===== src/rtl/uart_rx_deframer.sv =====
// UART receive deframer: synchronises rx, oversamples each bit with a 3-point majority vote
// and delivers 8N1/8E1/8O1 bytes with a one-cycle dataReady strobe plus parity/framing flags.
module uart_rx_deframer #(
  parameter int CLK_FREQ   = 50000000,
  parameter int BAUD       = 115200,
  parameter int OVERSAMPLE = 16
) (
  input  logic       clk,
  input  logic       rst,
  input  logic       rx,
  input  logic       parity_en,
  input  logic       parity_odd,
  output logic [7:0] dataOut,
  output logic       dataReady,
  output logic       parity_error,
  output logic       frame_error,
  output logic       rx_busy
);

  localparam int DIV_RAW = CLK_FREQ / (BAUD * OVERSAMPLE);
  localparam int DIV     = (DIV_RAW < 1) ? 1 : DIV_RAW;
  localparam int DW      = (DIV > 1) ? $clog2(DIV) : 1;
  localparam int SW      = $clog2(OVERSAMPLE);

  localparam logic [DW-1:0] DIV_LAST = DW'(DIV - 1);
  localparam logic [SW-1:0] S_LAST   = SW'(OVERSAMPLE - 1);
  localparam logic [SW-1:0] S_LO     = SW'(OVERSAMPLE / 2 - 1);
  localparam logic [SW-1:0] S_MID    = SW'(OVERSAMPLE / 2);
  localparam logic [SW-1:0] S_HI     = SW'(OVERSAMPLE / 2 + 1);

  // The falling-edge detect cycle is itself divider cycle 0, so the vote lands mid-bit.
  localparam logic [DW-1:0] DIV_FIRST = DW'((DIV == 1) ? 0 : 1);
  localparam logic [SW-1:0] S_FIRST   = SW'((DIV == 1) ? 1 : 0);

  typedef enum logic [2:0] {
    ST_IDLE,
    ST_START,
    ST_DATA,
    ST_PARITY,
    ST_STOP,
    ST_BREAK
  } state_t;

  state_t          r_state;
  logic            r_rxMeta;
  logic            r_rxS;
  logic            r_rxSd;
  logic [DW-1:0]   r_divCnt;
  logic [SW-1:0]   r_sCnt;
  logic            r_samp0;
  logic            r_samp1;
  logic [7:0]      r_shift;
  logic [2:0]      r_bitCnt;
  logic            r_parEn;
  logic            r_parOdd;
  logic            r_perr;
  logic [7:0]      r_dataOut;
  logic            r_dataReady;
  logic            r_parityError;
  logic            r_frameError;
  logic            r_busy;

  logic w_fall;
  logic w_tick;
  logic w_vote;
  logic w_maj;

  assign w_fall = r_rxSd & ~r_rxS;
  assign w_tick = (r_state != ST_IDLE) && (r_divCnt == DIV_LAST);
  assign w_vote = w_tick && (r_sCnt == S_HI);
  assign w_maj  = (r_samp0 & r_samp1) | (r_samp0 & r_rxS) | (r_samp1 & r_rxS);

  always_ff @(posedge clk) begin
    if (!rst) begin
      r_state       <= ST_IDLE;
      r_rxMeta      <= 1'b1;
      r_rxS         <= 1'b1;
      r_rxSd        <= 1'b1;
      r_divCnt      <= '0;
      r_sCnt        <= '0;
      r_samp0       <= 1'b1;
      r_samp1       <= 1'b1;
      r_shift       <= 8'h00;
      r_bitCnt      <= 3'd0;
      r_parEn       <= 1'b0;
      r_parOdd      <= 1'b0;
      r_perr        <= 1'b0;
      r_dataOut     <= 8'h00;
      r_dataReady   <= 1'b0;
      r_parityError <= 1'b0;
      r_frameError  <= 1'b0;
      r_busy        <= 1'b0;
    end else begin
      r_rxMeta      <= rx;
      r_rxS         <= r_rxMeta;
      r_rxSd        <= r_rxS;
      r_dataReady   <= 1'b0;
      r_parityError <= 1'b0;
      r_frameError  <= 1'b0;

      if (r_state != ST_IDLE) begin
        if (r_divCnt == DIV_LAST) begin
          r_divCnt <= '0;
        end else begin
          r_divCnt <= r_divCnt + 1'b1;
        end
        if (w_tick) begin
          r_sCnt <= (r_sCnt == S_LAST) ? '0 : r_sCnt + 1'b1;
          if (r_sCnt == S_LO) begin
            r_samp0 <= r_rxS;
          end
          if (r_sCnt == S_MID) begin
            r_samp1 <= r_rxS;
          end
        end
      end

      case (r_state)
        ST_IDLE: begin
          r_busy <= 1'b0;
          if (w_fall) begin
            r_state  <= ST_START;
            r_busy   <= 1'b1;
            r_divCnt <= DIV_FIRST;
            r_sCnt   <= S_FIRST;
          end else begin
            r_divCnt <= '0;
            r_sCnt   <= '0;
          end
        end

        ST_START: begin
          if (w_vote) begin
            if (!w_maj) begin
              r_state  <= ST_DATA;
              r_bitCnt <= 3'd0;
              r_parEn  <= parity_en;
              r_parOdd <= parity_odd;
              r_perr   <= 1'b0;
            end else begin
              r_state <= ST_IDLE;
              r_busy  <= 1'b0;
            end
          end
        end

        ST_DATA: begin
          if (w_vote) begin
            r_shift  <= {w_maj, r_shift[7:1]};
            r_bitCnt <= r_bitCnt + 3'd1;
            if (r_bitCnt == 3'd7) begin
              r_state <= r_parEn ? ST_PARITY : ST_STOP;
            end
          end
        end

        ST_PARITY: begin
          if (w_vote) begin
            if (w_maj != ((^r_shift) ^ r_parOdd)) begin
              r_perr <= 1'b1;
            end
            r_state <= ST_STOP;
          end
        end

        ST_STOP: begin
          // Strobe mid stop bit so a following start bit can be caught with no idle gap.
          if (w_vote) begin
            r_dataOut     <= r_shift;
            r_dataReady   <= 1'b1;
            r_parityError <= r_perr;
            r_frameError  <= ~w_maj;
            if (w_maj) begin
              r_state <= ST_IDLE;
              r_busy  <= 1'b0;
            end else begin
              r_state <= ST_BREAK;
            end
          end
        end

        ST_BREAK: begin
          if (r_rxS) begin
            r_state <= ST_IDLE;
            r_busy  <= 1'b0;
          end
        end

        default: begin
          r_state <= ST_IDLE;
          r_busy  <= 1'b0;
        end
      endcase
    end
  end

  assign dataOut      = r_dataOut;
  assign dataReady    = r_dataReady;
  assign parity_error = r_parityError;
  assign frame_error  = r_frameError;
  assign rx_busy      = r_busy;

endmodule


===== config.mk =====
export PLATFORM = sky130hd
export DESIGN_NAME = uart_rx_deframer
export DESIGN_NICKNAME = d
export VERILOG_FILES = /design/src/rtl/uart_rx_deframer.sv
export SDC_FILE = /design/constraint.sdc
export NUM_CORES = 1
export LEC_CHECK = 0
export ABC_AREA = 0
export BUFFER_PORTS_ARGS = -buffer_cell sky130_fd_sc_hd__buf_2
export CAP_MARGIN = 20
export CORE_MARGIN = 2
export CORE_UTILIZATION = 52
export DETAILED_ROUTE_END_ITERATION = 16
export PLACE_DENSITY = 0.8
export SYNTH_ARGS = -nofsm -noshare
export SYNTH_HDL_FRONTEND = slang
export SYNTH_SLANG_ARGS = --single-unit

===== constraint.sdc =====
create_clock -name clk -period 2 [get_ports clk]
set_input_delay 0.4 -clock clk [delete_from_list [all_inputs] [get_ports clk]]
set_output_delay 0.4 -clock clk [all_outputs]
set_load 0.03 [all_outputs]

==> key figures <==
Power and ir drop
  – VDD IR max: 670 uV
  – PwrDens: 866 nW/um^2
  – LEAKAGE: 0.923 nW
  – Internal: 1.44 mW
  – Switching share of power: 28.5%
  – Sequential share of power: 46.4%
  – Net switching power: 575 uW
  – Comb pwr share: 19.0%
  – Clock power frac: 34.5%

Synthesis
  – Most common cell in the synthesized netlist: dfxtp_1
  – Top area cells in the synthesized netlist: dfxtp_1 (43%), mux2i_1 (10%), nor2b_1 (6.0%)
  – Synth Instances: 201
  – Yosys warnings: 0
  – Avg Cell Area, Syn: 9.85 sq um
  – Leading cell types by count after synthesis: dfxtp_1 (43), mux2i_1 (20), nor2b_1 (19)
  – Register area share after synthesis: 43.5%
  – Yosys top cell area share: 43.5%
  – Post-synth EDFFs: 0
  – Async SR Flop Fraction: 0%
  – Main flop type after synthesis: dfxtp_1
  – Largest area contributor in the netlist: dfxtp_1
  – Syn Nets: 213
  – Synthesized flop and latch total: 43
  – Synth unique cells: 40
  – Synth Cell Area: 1980 sq um

Job
  – Maxcap violations: 0

Layout
  – Share of cells above drive strength 1: 18.7%
  – FILL cells: 304
  – Area Growth Syn to Fin: 17.6%
  – Post-route core utilization: 63.6%
  – Final #Nets: 241
  – Non-filler cells in the finished layout: 278
  – Ant diodes: 0

Detailed routing
  – ANT nets after route: 0
  – Detailed Route WL: 3480 microns
  – WL/cell: 12.5 microns
  – Vias per inst: 5.19
  – DRC: 0
  – Via count: 1444
  – TritonRoute pass-1 iters: 4
  – Number of DRC markers in iteration 0: 47

Clock network
  – Clock tree root driver cell: clkbuf_8
  – Clock Latency Late Sink: 0.31 ns
  – Clk pin slew, worst setup/hold paths: 0.08 ns
  – CTS Buf Count: 5
  – TritonCTS Sinks: 43
  – Clock Tree Buf Depth: 2
  – CTS H-tree lvls: 2
  – Hold buffers post-CTS: 0
  – TritonCTS clock tree: yes

GRT
  – Pin count of the biggest net entering global routing: 35
  – First-pass GRT wire length: 6220 microns
  – Gr usage total: 18.9%
  – Vias in the first global route: 1390
  – Global route overflow: 0
  – Initial antenna violation count: 0

Run status
  – Status: complete, no violations

Setup path
  – Max FO, Critical Path: 7
  – Startpoint class of the critical path: flop
  – CP Data Required Time: 2.19 ns
  – CP endpoint kind: flop
  – CP Class: reg -> reg
  – Worst Path Arrival: 2.07 ns

Timing
  – Max-slew headroom: 67.2%
  – Slew @ Worst Pin: 0.492 ns
  – Hold Violations, Final: 0
  – Final worst slack: 0.127 ns
  – Hold WS: 0.287 ns
  – Slew Viols, Final: 0
  – Final setup fails: 0
  – Max Clock Skew: 0.0150 ns
  – Setup TNS: 0 ns
  – Min Tclk post-route: 1.87 ns
  – Fmax achieved: 0.534 GHz
  – Period utilisation layout: 93.7%
  – Unrepaired setup endpoints after global routing: false

Placement
  – RePlAce Congestion: 0.725
  – # port buffers: 16
  – Dpl hpwl: 2490 microns
  – DP Worst Slack: 0.0180 ns
  – Placed insts: 269

Die
  – Initial core utilization: 54.1%
  – Die X: 65.7 microns
  – Height of the chip: 65.7 microns
  – Core ar.: 3660 sq um
  – Total I/O pin count: 17
  – Die ar.: 4320 sq um
  – Cell row count: 22

Min path
  – Min-delay worst type: in -> reg
[worst max-delay path: stages, from the launching register on]
cell and delay [ns]:
dfxtp_1 0.33, inv_1 0.08, ha_2 0.20, nand4b_4 0.15, or3_4 0.40, nor3_4 0.21
buf_12 0.15, mux2i_1 0.18, nor2b_1 0.06
[cells in the final DEF, fill, tap and decap left out, types with 3 or more instances in the layout]
cell type / instances
xnor2_1: 7
ha_1: 6
nor2b_1: 19
and3_1: 3
dfxtp_1: 43
or3_1: 4
inv_1: 6
nor2_1: 11
o21ai_0: 5
nand2b_1: 4
clkbuf_8: 5
buf_4: 9
a21oi_1: 7
nand3_1: 8
buf_2: 16
xor2_1: 5
a21boi_0: 5
nand2_1: 15
mux2i_1: 20
[per-layer routing]
metal / routed length (microns) / track usage, % / vias to the layer above
met5: 0 / 0 / -
met4: 33 / 4.69 / 0
met3: 111 / 6.68 / 5
met2: 1710 / 32.7 / 13
met1: 1630 / 22.1 / 672
li1: - / - / 754
[metrics by stage]
step / instance area, sq um / power (mW)
global placement: 2180 / 1.31
finish: 2330 / 2.02
floorplan: 1980 / 1.22
global route: 2330 / 2.14
detailed placement: 2180 / 1.33
CTS: 2300 / 2.02
[logic make-up (layout without fill, tap and decap cells)]
logic type      after synthesis  after routing  synth area share (%)
flops                        43             43                  43.5
simple gates                 79             79                  24.1
buf+inv                      12             41                  2.34
xor+xnor                     13             13                  6.44
mux                          20             20                  10.1
compound gates               26             26                  8.65
fa+ha+maj                     8              8                  4.93
[registers in the layout, summed over array words and instances, names as in the netlist, 3 cells and up]
name      count
r_sCnt        4
r_state       3
r_bitCnt      3
dataOut       8
r_divCnt      5
r_shift       8
[timing repair]
item,in CTS,in global routing
setup endpoints to repair,0,15
buffers inserted,0,1
resized for setup,0,2
[final timing paths]
kind	start	to	slack, ns	depth (start not counted)
worst min register to register	r_rxMeta	r_rxS	0.41	1
worst min-delay path	rx	r_rxMeta	0.29	2
worst max-delay path	r_divCnt[0]	r_shift[2]	0.13	8
worst max register to register	r_divCnt[0]	r_shift[2]	0.13	8
[cell type report]
type	count	area, sq um	area share, %
clock buffer	5	68.8	2.96
timing repair buffer	27	188	8.06
tap	48	60.1	2.58
inverter	6	22.5	0.967
sequential	43	861	37.0
multi-input combinational	146	1080	46.5
clock inverter	3	46.3	1.99
[power groups by stage]
stage,Clock [mW],Combinational [mW],Sequential [mW]
after floorplan,0,0.289,0.935
after global placement,0,0.359,0.955
after detailed placement,0,0.369,0.958
after CTS,0.712,0.373,0.937
after global routing,0.752,0.438,0.946
final,0.696,0.384,0.937
No activity file was read; power rests on OpenSTA's default activity.
